<file path="src/rtl/alu_mc.sv">
// alu_mc: multi-cycle ALU with a registered result and registered flags.
// Most opcodes finish after one EXEC cycle. MUL runs a WIDTH-cycle
// shift-add loop.
//
// Ports
//   clk      single clock, rising edge
//   rst_clk  synchronous active-low reset
//   ena      block enable; no new operation is accepted while low
//   start    requests a new operation (accepted when ena=1 and busy=0)
//   optcode  5-bit operation code, captured on acceptance
//   accmu    accumulator operand, captured on acceptance
//   data     data operand, captured on acceptance
//   busy     high from acceptance through the cycle in which done is high
//   done     one-cycle pulse when alu_out and the flags are updated
//   alu_out  registered result
//   zero, carry, ovf, neg, err  registered flags
//
// state | meaning
// ------+--------------------------------------------------------------
// IDLE  | waiting for start; also the cycle in which done is presented
// EXEC  | one cycle for single-cycle opcodes, then write result
// MUL   | shift-add loop, one multiplier bit per cycle, WIDTH cycles
module alu_mc #(
  parameter int WIDTH = 8
) (
  input  logic             clk,
  input  logic             rst_clk,
  input  logic             ena,
  input  logic             start,
  input  logic [4:0]       optcode,
  input  logic [WIDTH-1:0] accmu,
  input  logic [WIDTH-1:0] data,
  output logic             busy,
  output logic             done,
  output logic [WIDTH-1:0] alu_out,
  output logic             zero,
  output logic             carry,
  output logic             ovf,
  output logic             neg,
  output logic             err
);

  localparam logic [1:0] ST_IDLE = 2'd0;
  localparam logic [1:0] ST_EXEC = 2'd1;
  localparam logic [1:0] ST_MUL  = 2'd2;

  localparam logic [4:0] OP_ADD = 5'b00001;
  localparam logic [4:0] OP_SUB = 5'b00010;
  localparam logic [4:0] OP_AND = 5'b00011;
  localparam logic [4:0] OP_OR  = 5'b00100;
  localparam logic [4:0] OP_LDA = 5'b00101;
  localparam logic [4:0] OP_STO = 5'b00110;
  localparam logic [4:0] OP_JMP = 5'b00111;
  localparam logic [4:0] OP_XOR = 5'b01000;
  localparam logic [4:0] OP_SHL = 5'b01001;
  localparam logic [4:0] OP_SHR = 5'b01010;
  localparam logic [4:0] OP_MUL = 5'b01011;

  localparam int CW = $clog2(WIDTH);

  logic [1:0]       state;
  logic [4:0]       op_q;
  logic [WIDTH-1:0] a_q;
  logic [WIDTH-1:0] d_q;
  logic [WIDTH-1:0] hi_q;
  logic [WIDTH-1:0] lo_q;
  logic [CW-1:0]    cnt;

  logic             accept;
  logic [WIDTH:0]   add_ext;
  logic [WIDTH:0]   sub_ext;
  logic [WIDTH:0]   mul_sum;
  logic [WIDTH-1:0] mul_hi_nx;
  logic [WIDTH-1:0] mul_lo_nx;

  logic [WIDTH-1:0] ex_res;
  logic             ex_carry;
  logic             ex_ovf;
  logic             ex_err;

  // busy also covers the done cycle, so acceptance cannot overlap it
  assign accept = ena && start && !busy;

  // The MSB of sub_ext is the borrow (data < accmu unsigned)
  assign add_ext = {1'b0, d_q} + {1'b0, a_q};
  assign sub_ext = {1'b0, d_q} - {1'b0, a_q};

  // One shift-add step. The product is held as {hi_q, lo_q}. Multiplier
  // bits leave lo_q from the bottom while product bits enter from the top.
  assign mul_sum   = {1'b0, hi_q} + (lo_q[0] ? {1'b0, a_q} : {(WIDTH+1){1'b0}});
  assign mul_hi_nx = mul_sum[WIDTH:1];
  assign mul_lo_nx = {mul_sum[0], lo_q[WIDTH-1:1]};

  always_comb begin
    ex_res   = '0;
    ex_carry = 1'b0;
    ex_ovf   = 1'b0;
    ex_err   = 1'b0;
    case (op_q)
      OP_ADD: begin
        ex_res   = add_ext[WIDTH-1:0];
        ex_carry = add_ext[WIDTH];
        ex_ovf   = (d_q[WIDTH-1] == a_q[WIDTH-1]) &&
                   (add_ext[WIDTH-1] != d_q[WIDTH-1]);
      end
      OP_SUB: begin
        ex_res   = sub_ext[WIDTH-1:0];
        ex_carry = sub_ext[WIDTH];
        ex_ovf   = (d_q[WIDTH-1] != a_q[WIDTH-1]) &&
                   (sub_ext[WIDTH-1] != d_q[WIDTH-1]);
      end
      OP_AND: ex_res = d_q & a_q;
      OP_OR:  ex_res = d_q | a_q;
      OP_LDA: ex_res = d_q;
      OP_STO: ex_res = a_q;
      OP_JMP: ex_res = a_q;
      OP_XOR: ex_res = d_q ^ a_q;
      OP_SHL: begin
        ex_res   = a_q << 1;
        ex_carry = a_q[WIDTH-1];
      end
      OP_SHR: begin
        ex_res   = a_q >> 1;
        ex_carry = a_q[0];
      end
      default: ex_err = 1'b1;
    endcase
  end

  always_ff @(posedge clk) begin
    if (!rst_clk) begin
      state   <= ST_IDLE;
      busy    <= 1'b0;
      done    <= 1'b0;
      alu_out <= '0;
      zero    <= 1'b1;
      carry   <= 1'b0;
      ovf     <= 1'b0;
      neg     <= 1'b0;
      err     <= 1'b0;
      op_q    <= '0;
      a_q     <= '0;
      d_q     <= '0;
      hi_q    <= '0;
      lo_q    <= '0;
      cnt     <= '0;
    end else begin
      done <= 1'b0;
      case (state)
        ST_IDLE: begin
          busy <= accept;
          if (accept) begin
            op_q  <= optcode;
            a_q   <= accmu;
            d_q   <= data;
            hi_q  <= '0;
            lo_q  <= data;
            cnt   <= CW'(WIDTH - 1);
            state <= (optcode == OP_MUL) ? ST_MUL : ST_EXEC;
          end
        end
        ST_EXEC: begin
          alu_out <= ex_res;
          zero    <= (ex_res == '0);
          neg     <= ex_res[WIDTH-1];
          carry   <= ex_carry;
          ovf     <= ex_ovf;
          err     <= ex_err;
          done    <= 1'b1;
          state   <= ST_IDLE;
        end
        ST_MUL: begin
          hi_q <= mul_hi_nx;
          lo_q <= mul_lo_nx;
          if (cnt == '0) begin
            // Last step: the result comes straight from this step's values
            alu_out <= mul_lo_nx;
            zero    <= (mul_lo_nx == '0);
            neg     <= mul_lo_nx[WIDTH-1];
            carry   <= |mul_hi_nx;
            ovf     <= 1'b0;
            err     <= 1'b0;
            done    <= 1'b1;
            state   <= ST_IDLE;
          end else begin
            cnt <= cnt - CW'(1);
          end
        end
        default: state <= ST_IDLE;
      endcase
    end
  end

endmodule

</file>
<file path="config.mk">
export PLATFORM = sky130hd
export DESIGN_NAME = alu_mc
export DESIGN_NICKNAME = d
export VERILOG_FILES = /design/src/rtl/alu_mc.sv
export SDC_FILE = /design/constraint.sdc
export NUM_CORES = 1
export LEC_CHECK = 0
export CAP_MARGIN = 20
export CORE_MARGIN = 2
export CORE_UTILIZATION = 48
export DETAILED_ROUTE_END_ITERATION = 16
export GPL_ROUTABILITY_DRIVEN = 0
export PLACE_DENSITY = 0.78
export SLEW_MARGIN = 20
export SYNTH_ARGS = -nofsm -noshare
export SYNTH_HDL_FRONTEND = slang
export SYNTH_SLANG_ARGS = --single-unit
</file>
<file path="constraint.sdc">
create_clock -name clk -period 2.8 [get_ports clk]
set_input_delay 0.7 -clock clk [delete_from_list [all_inputs] [get_ports clk]]
set_output_delay 0.7 -clock clk [all_outputs]
set_load 0.02 [all_outputs]
</file>
==> results_dict.tcl <==
set metrics [dict create \
    cts_hold_buffers 0 \
    max_stage_delay_ps 520 \
    slew_headroom 0.436 \
    ordered_list_of_cells_on_the_worst_path "and2_1, ha_2, fa_2, a211oi_2, nor2_1, xor2_1, or4_4, nor3_2, nand4_1, a41o_1" \
    timing.setup.tns_ps 0 \
    synth-edff-count 0 \
    p_leak_nw 1.99 \
    detail_route.wl_per_cell_um 18.4 \
    critical_path.max_fanout 2 \
    drcViolationCount 0 \
    fin_crit_sh 0.950 \
    power_report.internal_total_mw 1.32 \
    ratio_of_cells_with_drive_above_1_in_the_final_layout 0.0998 \
    io_pins 40 \
    synth-async-reset-ratio 0 \
    path_class "reg -> reg" \
    cts-htree-levels 2 \
    timing.max_cap.violations 0 \
    min_path_type "reg -> reg" \
    maxClockFrequency_ghz 0.376 \
    hold_viol 0 \
    final.fill_count 793 \
    vias 4263 \
    drtPass1Iterations 7 \
    sw_frac_of_total 0.312 \
    routed_wirelength_mm 12.5 \
    cp-start-kind "flop" \
    floorplan.initialDensity 0.495 \
    synth_sequential_area_ratio 0.261 \
    critical-path-slowest-cell "sky130_fd_sc_hd__or4_4" \
    place.detailed.instances 669 \
    post_synth_num_cell_types 76 \
    antenna_found_initial 0 \
    comb_power_share 0.251 \
    detail_route.iter0.violations 585 \
    finalHoldWorstSlack_ps 457 \
    cts_sinks 56 \
    post-place-ws_ps 105 \
    status "completed" \
    grt_overflow 0 \
    netlist_top_cells_count "sky130_fd_sc_hd__nand2_1, sky130_fd_sc_hd__dfxtp_1, sky130_fd_sc_hd__ha_1, sky130_fd_sc_hd__inv_1, sky130_fd_sc_hd__a21boi_0" \
    synth_compound_area_frac 0.270 \
    period_needed_ps 2660 \
    clock_tree.buffer_depth 2 \
    synthesis.yosys.warnings 0 \
    power_frac_seq 0.458 \
    post_synth_xor_area_fraction 0.0163 \
    grt_pass1_wl_mm 20.5 \
    dp_hpwl_mm 9.61 \
    layout.cell_area.non_filler_um2 4970 \
    cts_buffers 5 \
    synth.area.mux_share 0.0213 \
    io_buffers 39 \
    finish.net_count 635 \
    synthMostInstantiatedCell "sky130_fd_sc_hd__nand2_1" \
    area_delta_synth_final_pct 15.7 \
    fraction_of_the_mapped_netlist_area_in_adder_cells 0.122 \
    cts_root_buffer_type "sky130_fd_sc_hd__clkbuf_8" \
    clkTransAtPathRegs_ps 110 \
    syn-cell-area_um2 4290 \
    syn_inst 530 \
    cp.arrival_ps 2880 \
    floorplan.die.height_um 98.6 \
    maximum_number_of_pins_on_one_net_before_global_route_repair 50 \
    critPathCaptureType "flop" \
    worst_slack_ps 139 \
    cp.required_ps 3020 \
    yosysTopAreaCellShare 0.261 \
    timing.final.setup_violations 0 \
    synthesized_area_fraction_occupied_by_and_or_nand_nor_cells 0.246 \
    final.setup_skew_ps 4.81 \
    tritoncts "yes" \
    power.switching_mw 0.599 \
    postPlaceCellArea_um2 4840 \
    vias_per_cell 6.28 \
    synth_top_family_by_area "compound AO/OA/AOI/OAI gates" \
    p_per_area_nw_per_um2 386 \
    pwr-share-clk 0.291 \
    fp.coreArea_um2 8680 \
    tightest_slew_ps 843 \
    finish.utilization 0.572 \
    grt_use_total 0.258 \
    setup_repair_after_global_routing_missed_its_margin "no" \
    synth_fp_nets 595 \
    clk_latency_ps 320 \
    design.die.area_um2 9720 \
    power_mw 1.92 \
    first_global_vias 4118 \
    syn_avg_cell_area_um2 8.10 \
    final-max-slew-violation-count 0 \
    synthDominantAreaCellType "sky130_fd_sc_hd__dfxtp_1" \
    antenna-diode-count 0 \
    synth_seq_cells 56 \
    detail-route-antenna-nets 0 \
    dominantRegCellSynth "sky130_fd_sc_hd__dfxtp_1" \
    core.rowCount 34 \
    netlist_top_cells_area "sky130_fd_sc_hd__dfxtp_1, sky130_fd_sc_hd__ha_1, sky130_fd_sc_hd__nand2_1" \
    die_w_um 98.6 \
    peakVddDrop_mv 0.277 \
    fin_cells 679 \
]
[final timing paths]
check	cells after the start	slack [ps]	end	start
worst max-delay path	10	140	carry$_SDFFE_PN0P_	lo_q[0]$_SDFFE_PN0P_
worst max register to register	10	140	carry$_SDFFE_PN0P_	lo_q[0]$_SDFFE_PN0P_
worst min-delay path	2	460	alu_out[5]$_SDFFE_PN0P_	alu_out[5]$_SDFFE_PN0P_
worst min register to register	2	460	alu_out[5]$_SDFFE_PN0P_	alu_out[5]$_SDFFE_PN0P_
[power by group through the flow]
stage / sequential (mW) / clock, mW / combinational, mW
2_1_floorplan: 0.891 / 0 / 0.304
6_report: 0.878 / 0.558 / 0.481
5_1_grt: 0.884 / 0.587 / 0.526
4_1_cts: 0.877 / 0.566 / 0.470
3_5_place_dp: 0.895 / 0 / 0.468
3_3_place_gp: 0.893 / 0 / 0.454
[metal layers]
metal / global-route usage / vias up / part of all wire
met4: 0.104 / 0 / 0.042
li1: - / 1987 / -
met3: 0.0504 / 63 / 0.097
met5: 0 / - / 0
met1: 0.337 / 1953 / 0.41
met2: 0.418 / 260 / 0.45
[state kept, by name, summed over array words and instances (netlist names)]
name / count
ovf: 1
done: 1
zero: 1
op_q: 5
d_q: 8
err: 1
carry: 1
lo_q: 8
busy: 1
state: 2
alu_out: 8
a_q: 8
cnt: 3
hi_q: 8
[layout make-up]
type | instances | area (um2) | share of cell area
Inverter | 33 | 124 | 0.0249
Clock inverter | 2 | 38.8 | 0.00781
Sequential cell | 56 | 1120 | 0.226
Timing Repair Buffer | 61 | 568 | 0.114
Multi-Input combinational cell | 413 | 2910 | 0.585
Tap cell | 108 | 135 | 0.0272
Clock buffer | 6 | 72.6 | 0.0146
[critical path: cells and delay by family, from the launching register on]
family / cells / cell delay [ps]
compound gates: 2 / 520
xor+xnor: 1 / 160
fa+ha+maj: 2 / 570
flops: 1 / 320
simple gates: 5 / 990
[cell families (layout without fill, tap and decap cells)]
| logic type | Yosys count | in the layout |
|---|---|---|
| AOI/OAI and AO/OA | 151 | 151 |
| and+or+nand+nor | 205 | 205 |
| xor gates and xnor gates | 8 | 8 |
| muxes | 9 | 9 |
| buffers and inverters | 61 | 102 |
| adders and majority gates | 40 | 40 |
| DFF | 56 | 56 |
[cells in the final DEF (no fill, tap or decap), types with 5 or more instances in the layout]
cell type and instances:
sky130_fd_sc_hd__nand2_1 84, sky130_fd_sc_hd__dfxtp_1 56, sky130_fd_sc_hd__clkdlybuf4s50_1 39, sky130_fd_sc_hd__ha_1 36, sky130_fd_sc_hd__inv_1 32, sky130_fd_sc_hd__a21boi_0 23, sky130_fd_sc_hd__nor2_1 22, sky130_fd_sc_hd__buf_4 21
sky130_fd_sc_hd__a21oi_1 19, sky130_fd_sc_hd__nand3_1 19, sky130_fd_sc_hd__o21ai_0 12, sky130_fd_sc_hd__o211a_1 12, sky130_fd_sc_hd__and2_1 11, sky130_fd_sc_hd__nor2b_1 11, sky130_fd_sc_hd__a22oi_1 11, sky130_fd_sc_hd__o21ai_1 10
sky130_fd_sc_hd__nor3_1 10, sky130_fd_sc_hd__nand4_1 9, sky130_fd_sc_hd__mux2i_1 8, sky130_fd_sc_hd__o21bai_1 5, sky130_fd_sc_hd__a221o_1 5, sky130_fd_sc_hd__a21boi_1 5, sky130_fd_sc_hd__a21o_1 5, sky130_fd_sc_hd__clkbuf_8 5
[timing repair]
action / 4_1_cts / 5_1_grt
gates resized for setup: 0 / 2
setup endpoints to repair: 0 / 1
setup buffers: 0 / 2
No activity file was read; power rests on OpenSTA's default activity.
